## config.mk

```make
export PLATFORM = sky130hd
export DESIGN_NAME = decode_issue_stage
export DESIGN_NICKNAME = d
export VERILOG_FILES = /design/src/rtl/decode_issue_stage_pkg.sv /design/src/rtl/decode_issue_stage_rvc_expander.sv /design/src/rtl/decode_issue_stage.sv
export SDC_FILE = /design/constraint.sdc
export NUM_CORES = 1
export LEC_CHECK = 0
export CORE_MARGIN = 2
export CORE_UTILIZATION = 42
export CTS_CLUSTER_DIAMETER = 40
export DETAILED_ROUTE_END_ITERATION = 10
export PLACE_DENSITY = 0.86
export REMOVE_ABC_BUFFERS = 1
export SETUP_SLACK_MARGIN = 0.15
export SLEW_MARGIN = 20
export SYNTH_ARGS = -nofsm -noshare
export SYNTH_HDL_FRONTEND = slang
export SYNTH_SLANG_ARGS = --single-unit
```

## constraint.sdc

```tcl
create_clock -name clk -period 2.4 [get_ports clk]
set_input_delay 0.36 -clock clk [delete_from_list [all_inputs] [get_ports clk]]
set_output_delay 0.36 -clock clk [all_outputs]
set_load 0.02 [all_outputs]
```

## src/rtl/decode_issue_stage_pkg.sv

```systemverilog
// Shared constants and types for the decode/issue stage: opcodes, length codes, issue FSM states.
package decode_issue_stage_pkg;

  localparam int unsigned PARCEL_WIDTH = 16;
  localparam int unsigned INSTR_WIDTH  = 32;

  localparam logic [1:0] INST_LEN_NONE = 2'b00;
  localparam logic [1:0] INST_LEN_16   = 2'b01;
  localparam logic [1:0] INST_LEN_32   = 2'b10;

  localparam logic [1:0] C_Q0 = 2'b00;
  localparam logic [1:0] C_Q1 = 2'b01;
  localparam logic [1:0] C_Q2 = 2'b10;

  localparam logic [6:0] OP_LOAD   = 7'b0000011;
  localparam logic [6:0] OP_STORE  = 7'b0100011;
  localparam logic [6:0] OP_IMM    = 7'b0010011;
  localparam logic [6:0] OP_OP     = 7'b0110011;
  localparam logic [6:0] OP_LUI    = 7'b0110111;
  localparam logic [6:0] OP_JAL    = 7'b1101111;
  localparam logic [6:0] OP_JALR   = 7'b1100111;
  localparam logic [6:0] OP_BRANCH = 7'b1100011;

  localparam logic [31:0] INSTR_EBREAK = 32'h0010_0073;

  typedef enum logic {
    ST_EMPTY = 1'b0,
    ST_FULL  = 1'b1
  } issue_state_e;

  typedef struct packed {
    logic [INSTR_WIDTH-1:0] instr;
    logic                   illegal;
  } rvc_result_t;

  // Compressed 3-bit register field maps onto x8..x15.
  function automatic logic [4:0] creg(input logic [2:0] r);
    return {2'b01, r};
  endfunction

  function automatic logic [11:0] sext6(input logic [5:0] v);
    return {{6{v[5]}}, v};
  endfunction

endpackage

```

## src/rtl/decode_issue_stage_rvc_expander.sv

```systemverilog
// Combinational RV32C -> RV32I expander. Reserved, FP and RV64-only encodings flag illegal;
// illegal parcels pass through zero-extended.
module decode_issue_stage_rvc_expander
  import decode_issue_stage_pkg::*;
(
  input  logic [PARCEL_WIDTH-1:0] parcel,
  output rvc_result_t             result_c
);

  logic [15:0] p;
  logic [2:0]  f3;
  logic [4:0]  rd;
  logic [4:0]  rs2;
  logic [4:0]  rdp;
  logic [4:0]  rs1p;
  logic [5:0]  imm6;

  assign p    = parcel;
  assign f3   = p[15:13];
  assign rd   = p[11:7];
  assign rs2  = p[6:2];
  assign rdp  = creg(p[4:2]);
  assign rs1p = creg(p[9:7]);
  assign imm6 = {p[12], p[6:2]};

  always_comb begin
    result_c.instr   = {16'h0000, p};
    result_c.illegal = 1'b0;
    case (p[1:0])
      C_Q0: begin
        case (f3)
          3'b000: begin
            // c.addi4spn; zero immediate (including the all-zero parcel) is reserved
            if ({p[10:7], p[12:11], p[5], p[6]} == 8'h00) result_c.illegal = 1'b1;
            else result_c.instr = {2'b00, p[10:7], p[12:11], p[5], p[6], 2'b00,
                                   5'd2, 3'b000, rdp, OP_IMM};
          end
          3'b010: result_c.instr = {5'b0, p[5], p[12:10], p[6], 2'b00, rs1p, 3'b010, rdp, OP_LOAD};
          3'b110: result_c.instr = {5'b0, p[5], p[12], rdp, rs1p, 3'b010, p[11:10], p[6], 2'b00,
                                    OP_STORE};
          default: result_c.illegal = 1'b1;
        endcase
      end
      C_Q1: begin
        case (f3)
          3'b000: result_c.instr = {sext6(imm6), rd, 3'b000, rd, OP_IMM};
          3'b001, 3'b101: result_c.instr = {p[12], p[8], p[10:9], p[6], p[7], p[2], p[11], p[5:3],
                                            p[12], {8{p[12]}}, (f3[2] ? 5'd0 : 5'd1), OP_JAL};
          3'b010: result_c.instr = {sext6(imm6), 5'd0, 3'b000, rd, OP_IMM};
          3'b011: begin
            if (rd == 5'd2) begin
              if ({p[12], p[4:3], p[5], p[2], p[6]} == 6'h00) result_c.illegal = 1'b1;
              else result_c.instr = {{3{p[12]}}, p[4:3], p[5], p[2], p[6], 4'b0000,
                                     5'd2, 3'b000, 5'd2, OP_IMM};
            end else begin
              if (imm6 == 6'h00) result_c.illegal = 1'b1;
              else result_c.instr = {{15{p[12]}}, p[6:2], rd, OP_LUI};
            end
          end
          3'b100: begin
            case (p[11:10])
              2'b00, 2'b01: begin
                if (p[12]) result_c.illegal = 1'b1;
                else result_c.instr = {1'b0, p[10], 5'b0, p[6:2], rs1p, 3'b101, rs1p, OP_IMM};
              end
              2'b10: result_c.instr = {sext6(imm6), rs1p, 3'b111, rs1p, OP_IMM};
              default: begin
                // p[12]=1 selects the RV64-only subw/addw group
                if (p[12]) result_c.illegal = 1'b1;
                else begin
                  case (p[6:5])
                    2'b00:   result_c.instr = {7'b0100000, rdp, rs1p, 3'b000, rs1p, OP_OP};
                    2'b01:   result_c.instr = {7'b0000000, rdp, rs1p, 3'b100, rs1p, OP_OP};
                    2'b10:   result_c.instr = {7'b0000000, rdp, rs1p, 3'b110, rs1p, OP_OP};
                    default: result_c.instr = {7'b0000000, rdp, rs1p, 3'b111, rs1p, OP_OP};
                  endcase
                end
              end
            endcase
          end
          default: result_c.instr = {p[12], {3{p[12]}}, p[6:5], p[2], 5'd0, rs1p,
                                     {2'b00, f3[0]}, p[11:10], p[4:3], p[12], OP_BRANCH};
        endcase
      end
      C_Q2: begin
        case (f3)
          3'b000: begin
            if (p[12]) result_c.illegal = 1'b1;
            else result_c.instr = {7'b0, p[6:2], rd, 3'b001, rd, OP_IMM};
          end
          3'b010: begin
            if (rd == 5'd0) result_c.illegal = 1'b1;
            else result_c.instr = {4'b0, p[3:2], p[12], p[6:4], 2'b00, 5'd2, 3'b010, rd, OP_LOAD};
          end
          3'b100: begin
            if (!p[12]) begin
              if (rs2 != 5'd0) result_c.instr = {7'b0, rs2, 5'd0, 3'b000, rd, OP_OP};
              else if (rd == 5'd0) result_c.illegal = 1'b1;
              else result_c.instr = {12'h000, rd, 3'b000, 5'd0, OP_JALR};
            end else begin
              if (rs2 != 5'd0) result_c.instr = {7'b0, rs2, rd, 3'b000, rd, OP_OP};
              else if (rd == 5'd0) result_c.instr = INSTR_EBREAK;
              else result_c.instr = {12'h000, rd, 3'b000, 5'd1, OP_JALR};
            end
          end
          3'b110: result_c.instr = {4'b0, p[8:7], p[12], rs2, 5'd2, 3'b010, p[11:9], 2'b00, OP_STORE};
          default: result_c.illegal = 1'b1;
        endcase
      end
      default: result_c.illegal = 1'b1;
    endcase
  end

endmodule

```

## src/rtl/decode_issue_stage.sv

```systemverilog
// Decode/issue stage: sizes fetched instructions, reports retired length, one-entry issue register.
// Optional RVC expansion is enabled by defining RVC_EXPAND_EN.
module decode_issue_stage
  import decode_issue_stage_pkg::*;
#(
  parameter int unsigned ADDR_WIDTH = 32,
  parameter int unsigned WORD_WIDTH = 32
) (
  input  logic                  clk,
  input  logic                  rst_n,
  input  logic [WORD_WIDTH-1:0] instr_i,
  input  logic [ADDR_WIDTH-1:0] instr_addr_i,
  input  logic                  instr_valid_i,
  output logic [1:0]            retired_inst_len_o,
  output logic                  req_o,
  input  logic                  flush_i,
  output logic [WORD_WIDTH-1:0] issue_instr_o,
  output logic [ADDR_WIDTH-1:0] issue_addr_o,
  output logic                  issue_compressed_o,
  output logic                  issue_illegal_o,
  output logic                  issue_valid_o,
  input  logic                  issue_ready_i
);

  issue_state_e          state;
  issue_state_e          state_next;
  logic                  can_load_c;
  logic                  consume_c;
  logic                  is32_c;
  logic [WORD_WIDTH-1:0] instr_c;
  logic                  illegal_c;

  assign can_load_c = (state == ST_EMPTY) | issue_ready_i;
  assign consume_c  = rst_n & instr_valid_i & can_load_c & ~flush_i;
  assign is32_c     = (instr_i[1:0] == 2'b11);

`ifdef RVC_EXPAND_EN
  rvc_result_t rvc_c;

  decode_issue_stage_rvc_expander u_rvc_expander (
    .parcel   (instr_i[PARCEL_WIDTH-1:0]),
    .result_c (rvc_c)
  );

  assign instr_c   = is32_c ? instr_i : WORD_WIDTH'(rvc_c.instr);
  assign illegal_c = ~is32_c & rvc_c.illegal;
`else
  assign instr_c   = is32_c ? instr_i : WORD_WIDTH'(instr_i[PARCEL_WIDTH-1:0]);
  assign illegal_c = ~is32_c;
`endif

  always_ff @(posedge clk or negedge rst_n) begin
    if (!rst_n) state <= ST_EMPTY;
    else        state <= state_next;
  end

  // Next state plus the fetch-facing handshake; flush overrides everything.
  always_comb begin
    state_next         = state;
    retired_inst_len_o = INST_LEN_NONE;
    req_o              = rst_n & (flush_i | ~((state == ST_FULL) & ~issue_ready_i));
    if (consume_c) retired_inst_len_o = is32_c ? INST_LEN_32 : INST_LEN_16;
    case (state)
      ST_EMPTY: if (consume_c) state_next = ST_FULL;
      ST_FULL:  if (!consume_c && issue_ready_i) state_next = ST_EMPTY;
      default:  state_next = ST_EMPTY;
    endcase
    if (flush_i) state_next = ST_EMPTY;
  end

  assign issue_valid_o = (state == ST_FULL);

  always_ff @(posedge clk or negedge rst_n) begin
    if (!rst_n) begin
      issue_instr_o      <= '0;
      issue_addr_o       <= '0;
      issue_compressed_o <= 1'b0;
      issue_illegal_o    <= 1'b0;
    end else if (consume_c) begin
      issue_instr_o      <= instr_c;
      issue_addr_o       <= instr_addr_i;
      issue_compressed_o <= ~is32_c;
      issue_illegal_o    <= illegal_c;
    end
  end

endmodule

```

# --- After elaboration in Yosys (flattened, before gate mapping) ---
# Index checks and enable logic that the tools add are counted.
totals:
  reg_bits: 66
  latch_bits: 0
  ram_bits: 0
  romBits: 0
  in_bits: 69
  output_inout_bits: 70
  mem_count: 0
op_classes:
  n_addsub: 0
  multipliers: 0
  n_div: 0
  magnitude_cmp: 0
  n_eq_ne: 1
  shifts: 0
  muxes: 7
  bitwise: 12
  n_reduce_logical: 2
op_table:
  columns: ["operator", "n"]
  rows:
  - ["$mux W32", 1]
  - ["$and A1 B1 Y1", 5]
  - ["$not A1 Y1", 5]
  - ["$mux W2", 2]
  - ["$mux W1", 3]
  - ["$eq A2 B2 Y1 const B", 1]
  - ["$or A1 B1 Y1", 2]
  - ["$pmux W1 S2", 1]
  - ["$logic_and A1 B1 Y1", 1]
  - ["$logic_not A1 Y1", 1]

# --- Logic depth before layout (Yosys ltp) ---
# Gate-level depths: netlist of the first run.
logic_depth:
  word_depth: 9
  depth_mapped: 5
  mapped_depth_nobuf: 3

# --- Least setup slack after synthesis of the first run ---
# Ideal clock, no wire load.
synth_path:
  path_kind: "register -> register"
  start: "register state (netlist: issue_valid_o)"
  end: "register issue_compressed_o"
  arrival_ps: 1617
  required_time_ps: 2281
  path_slack_ps: 664
  path_stages_with_launch: 4
  n_path_buf: 0
  synth_period_minus_slack_ps: 1736
  cell_sequence: "dfrtp_1 > nor2b_4 > nor4_1 > o21ba_2"
synth_between:
  elab_chain_len: 4
synth_lines:
  columns: ["element", "line", "text"]
  rows:
  - ["from (decl)", "decode_issue_stage.sv:25", "issue_state_e state;"]
  - ["from (signal assigned)", "decode_issue_stage.sv:54", "else state <= state_next;"]
  - ["$not A1 Y1", null, null]
  - ["$or A1 B1 Y1", "decode_issue_stage.sv:33", "assign can_load_c = (state == ST_EMPTY) | issue_ready_i;"]
  - ["$and A1 B1 Y1 (2 in series)", "decode_issue_stage.sv:34", "assign consume_c = rst_n & instr_valid_i & can_load_c & ~flush_i;"]
  - ["to (signal assigned)", "decode_issue_stage.sv:82", "issue_compressed_o <= ~is32_c;"]
  - ["to (decl)", "decode_issue_stage.sv:19", "output logic issue_compressed_o,"]
# Every way passes these cells.
# A chain may end at the register's enable or synchronous reset.

# --- Worst setup path after layout of the first run ---
layout_path:
  start: "input port issue_ready_i"
  end: "output port req_o"
layout_between:
  elab_chain_len: 5
layout_lines:
  columns: ["element", "line", "text"]
  rows:
  - ["from (decl)", "decode_issue_stage.sv:22", "input logic issue_ready_i"]
  - ["$not A1 Y1", "decode_issue_stage.sv:61", "req_o = rst_n & (flush_i | ~((state == ST_FULL) & ~issue_ready_i));"]
  - ["$and A1 B1 Y1", "decode_issue_stage.sv:61", null]
  - ["$not A1 Y1", "decode_issue_stage.sv:61", null]
  - ["$or A1 B1 Y1", "decode_issue_stage.sv:61", null]
  - ["$and A1 B1 Y1", "decode_issue_stage.sv:61", null]
  - ["to (decl)", "decode_issue_stage.sv:15", "output logic req_o,"]
# Every way passes these cells.

==> results of run 1 <==
==> power groups by stage <==
stage / combinational [W] / clock, W / sequential [W]
2_1_floorplan: 0.000179 / 0 / 0.00167
3_5_place_dp: 0.00104 / 0 / 0.00143
4_1_cts: 0.00104 / 0.00104 / 0.00141
3_3_place_gp: 0.00102 / 0 / 0.00141
6_report: 0.00102 / 0.00101 / 0.00140
5_1_grt: 0.00108 / 0.00109 / 0.00143
==> stage by stage <==
stage,cell area [um2],setup WS (ps),instances,setup TNS [ps]
2_1_floorplan,2550,-594,156,-23580
3_3_place_gp,4060,124,373,0
3_5_place_dp,4060,84.1,373,0
4_1_cts,4280,280,389,0
5_1_grt,4280,258,389,0
6_report,4280,283,389,0
==> repair_timing <==
action | 4_1_cts | 5_1_grt
hold buffers | 0 | 0
buffers inserted | 0 | 0
setup endpoints to repair | 2 | 0
gates resized for setup | 2 | 0
==> kinds of logic (layout without fill, tap and decap cells) <==
kind of cell	count (synthesis)	after routing	synth area share (%)
AOI/OAI and AO/OA	3	3	0.852
DFF	66	66	62.5
buffers and inverters	10	158	3.50
and+or+nand+nor	23	23	5.92
muxes	64	64	27.3
==> synth_stat cells (all sizes together) <==
| cell type | number |
|---|---|
| a21oi | 1 |
| and2 | 1 |
| and3 | 16 |
| buf | 8 |
| clkbuf | 2 |
| dfrtp | 66 |
| mux2 | 64 |
| nand2 | 2 |
| nand2b | 1 |
| nor2b | 1 |
| nor3 | 1 |
| nor4 | 1 |
| o21a | 1 |
| o21ba | 1 |
==> worst max-delay path, delay by kind of cell <==
kind | cells | cell delay [ps]
simple gates | 1 | 150
compound gates | 1 | 110
buf+inv | 2 | 1130
==> registers in the layout, indices dropped and copies added (netlist names) <==
register / cells
issue_instr_o: 32
issue_valid_o: 1
issue_addr_o: 32
issue_compressed_o: 1
==> area by class of cell <==
type	instances	area (um2)
clock buffers	11	141
multi-input cells	90	900
clock inverters	5	77.6
repair buffers	142	1420
flip-flops and latches	66	1650
well taps	75	93.8
fillers	400	1710
==> per-layer routing <==
metal / up-vias / track usage [%] / routed length (um)
li1: 878 / - / -
met1: 927 / 22.8 / 2460
met2: 87 / 31.0 / 3120
met3: 12 / 6.06 / 453
met4: 0 / 7.90 / 119
met5: - / 0 / 0
==> path summary, 6_finish.rpt <==
check	to	slack [ps]	start
max	req_o	280	issue_ready_i
min	issue_instr_o[25]	290	rst_n
max reg2reg	issue_instr_o[17]	760	issue_valid_o
min reg2reg	issue_addr_o[6]	480	issue_addr_o[6]
max in group asynchronous	issue_instr_o[14]	1590	rst_n
min in group clk	issue_valid_o	430	rst_n
==> metrics.txt, run 1 <==
# TYPE chip_impl_metric gauge
chip_impl_info{name="outcome",value="completed"} 1
chip_impl_metric{name="htree_levels",unit=""} 3
chip_impl_metric{name="tritoncts_num_sinks",unit=""} 66
chip_impl_metric{name="intPower",unit="W"} 0.00248
chip_impl_info{name="cts-root-buf",value="sky130_fd_sc_hd__clkbuf_8"} 1
chip_impl_metric{name="max_cap_violation_count",unit=""} 0
chip_impl_metric{name="report.final.slew_viol_count",unit=""} 0
chip_impl_metric{name="timing.slew.headroom",unit="%"} 46.1
chip_impl_metric{name="final-setup-viol-count",unit=""} 0
chip_impl_metric{name="post_drt_via_cell_ratio",unit=""} 4.89
chip_impl_info{name="most_common_library_cell_in_the_layout_ignoring_fill_and_taps",value="sky130_fd_sc_hd__clkdlybuf4s50_1"} 1
chip_impl_metric{name="post-route-drc-count",unit=""} 0
chip_impl_metric{name="clock_tree.buffer_depth",unit=""} 2
chip_impl_metric{name="cts_inserted_buffers",unit=""} 9
chip_impl_metric{name="grt_antenna_before_repair",unit=""} 0
chip_impl_metric{name="yosys_register_bits",unit=""} 66
chip_impl_metric{name="hold_slack",unit="ps"} 290
chip_impl_metric{name="num_rows",unit=""} 28
chip_impl_metric{name="totalWireLength",unit="um"} 6150
chip_impl_metric{name="track_usage",unit="%"} 18.8
chip_impl_info{name="start_kind",value="input port"} 1
chip_impl_metric{name="layout-drive-gt1-share",unit="%"} 15.6
chip_impl_info{name="min-delay-path-class",value="in2async"} 1
chip_impl_metric{name="firstDrtPassIters",unit=""} 4
chip_impl_info{name="tritoncts",value="done"} 1
chip_impl_metric{name="power.net_switching",unit="W"} 0.000952
chip_impl_metric{name="num_antenna_cells",unit=""} 0
chip_impl_metric{name="ios",unit=""} 139
chip_impl_metric{name="die_h",unit="um"} 83.3
chip_impl_metric{name="reg2reg_depth",unit=""} 4
chip_impl_info{name="timing.setup.critical_path_class",value="in2out"} 1
chip_impl_metric{name="global_route_wire_length_before_repair",unit="um"} 10200
chip_impl_metric{name="place.port_buffers",unit=""} 138
chip_impl_metric{name="first_global_vias",unit=""} 2034
chip_impl_metric{name="core",unit="um2"} 5990
chip_impl_metric{name="worst-slew-pin-transition",unit="ps"} 809
chip_impl_metric{name="max_rail_drop_vdd",unit="mV"} 0.413
chip_impl_metric{name="total_power",unit="W"} 0.00343
chip_impl_metric{name="routed_wire_length_per_instance",unit="um"} 15.8
chip_impl_metric{name="critical_path_required",unit="ps"} 2040
chip_impl_metric{name="share_clk_of_total_power",unit="%"} 29.3
chip_impl_info{name="critical_path.slowest_cell",value="sky130_fd_sc_hd__clkdlybuf4s50_1"} 1
chip_impl_metric{name="initial_core_util",unit="%"} 44.1
chip_impl_metric{name="global_route.overflow_total",unit=""} 0
chip_impl_metric{name="total_leakage_power",unit="nW"} 1.86
chip_impl_metric{name="routability_congestion_estimate",unit=""} 0.748
chip_impl_info{name="synth_area_leader_cell",value="sky130_fd_sc_hd__dfrtp_1"} 1
chip_impl_metric{name="layout_net_count",unit=""} 378
chip_impl_metric{name="die_area",unit="um2"} 6950
chip_impl_metric{name="cts.clk_slew.worst_paths",unit="ps"} 70
chip_impl_metric{name="skew",unit="ps"} 5.68
chip_impl_metric{name="worstPathMaxFanout",unit=""} 2
chip_impl_metric{name="final.period_utilization",unit="%"} 88.2
chip_impl_metric{name="arrival_time_of_data_at_the_critical_path_endpoint",unit="ps"} 1760
chip_impl_metric{name="clock_insertion_delay_at_the_later_pin_of_the_skew_report",unit="ps"} 330
chip_impl_metric{name="layout.core_utilization",unit="%"} 71.4
chip_impl_metric{name="p_seq_share",unit="%"} 40.9
chip_impl_metric{name="dr_total_vias",unit=""} 1904
chip_impl_metric{name="share_comb_of_total_power",unit="%"} 29.8
chip_impl_metric{name="netlist_area_before_placement",unit="um2"} 2640
chip_impl_metric{name="p_sw_share",unit="%"} 27.7
chip_impl_metric{name="first_iter_violations",unit=""} 58
chip_impl_metric{name="grt_start_max_net_pins",unit=""} 67
chip_impl_metric{name="yosys_warnings",unit=""} 0
chip_impl_metric{name="antenna_left",unit=""} 0
chip_impl_metric{name="power.density_cell_area",unit="nW/um2"} 802
chip_impl_metric{name="post_synth_inst_count",unit=""} 166
chip_impl_metric{name="max_freq",unit="MHz"} 472
chip_impl_metric{name="dp_hpwl",unit="um"} 4480
chip_impl_metric{name="area_overhead_vs_synth",unit="%"} 61.9
chip_impl_info{name="critical_path.most_common_cell",value="sky130_fd_sc_hd__clkdlybuf4s50_1"} 1
chip_impl_info{name="crit_path_end_kind",value="output pin"} 1
chip_impl_metric{name="fp.dieW",unit="um"} 83.3
chip_impl_metric{name="timing_hold_violations_final",unit=""} 0
chip_impl_info{name="rsz0062_at_grt",value="no"} 1
chip_impl_metric{name="distinct_cells_synth",unit=""} 18
chip_impl_info{name="layout_common_cells",value="135 x sky130_fd_sc_hd__clkdlybuf4s50_1, 66 x sky130_fd_sc_hd__dfrtp_1, 38 x sky130_fd_sc_hd__mux2_1"} 1
chip_impl_info{name="synth_top_cells_by_area",value="sky130_fd_sc_hd__dfrtp_1 62%, sky130_fd_sc_hd__mux2_1 16%, sky130_fd_sc_hd__mux2_2 11%"} 1
chip_impl_metric{name="synth_area_per_cell",unit="um2"} 15.9
chip_impl_metric{name="critPathMaxStageDelay",unit="ps"} 590
chip_impl_info{name="crit_chain",value="clkdlybuf4s50_1 -> nand2b_1 -> o21a_1 -> clkdlybuf4s50_1"} 1
chip_impl_metric{name="period_needed",unit="ps"} 2120
chip_impl_metric{name="synth_largest_type_area_fraction",unit="%"} 62.5
chip_impl_metric{name="synth_sequential_area_ratio",unit="%"} 62.5
(Power assumes the default switching activity.)
==> inputs of run 2 (changes only) <==
--- a/config.mk
+++ b/config.mk
@@ -12,7 +12,6 @@
 export PLACE_DENSITY = 0.86
 export REMOVE_ABC_BUFFERS = 1
 export SETUP_SLACK_MARGIN = 0.15
-export SLEW_MARGIN = 20
 export SYNTH_ARGS = -nofsm -noshare
 export SYNTH_HDL_FRONTEND = slang
 export SYNTH_SLANG_ARGS = --single-unit
==> results of run 2 <==
The final DEF is identical to that of run 1; final timing and power are the same.
==> inputs of run 3 (changes only) <==
--- a/config.mk
+++ b/config.mk
@@ -8,6 +8,7 @@
 export CORE_MARGIN = 2
 export CORE_UTILIZATION = 42
 export CTS_CLUSTER_DIAMETER = 40
+export CTS_CLUSTER_SIZE = 16
 export DETAILED_ROUTE_END_ITERATION = 10
 export PLACE_DENSITY = 0.86
 export REMOVE_ABC_BUFFERS = 1
==> results of run 3 <==
The final DEF is identical to that of run 1; final timing and power are the same.
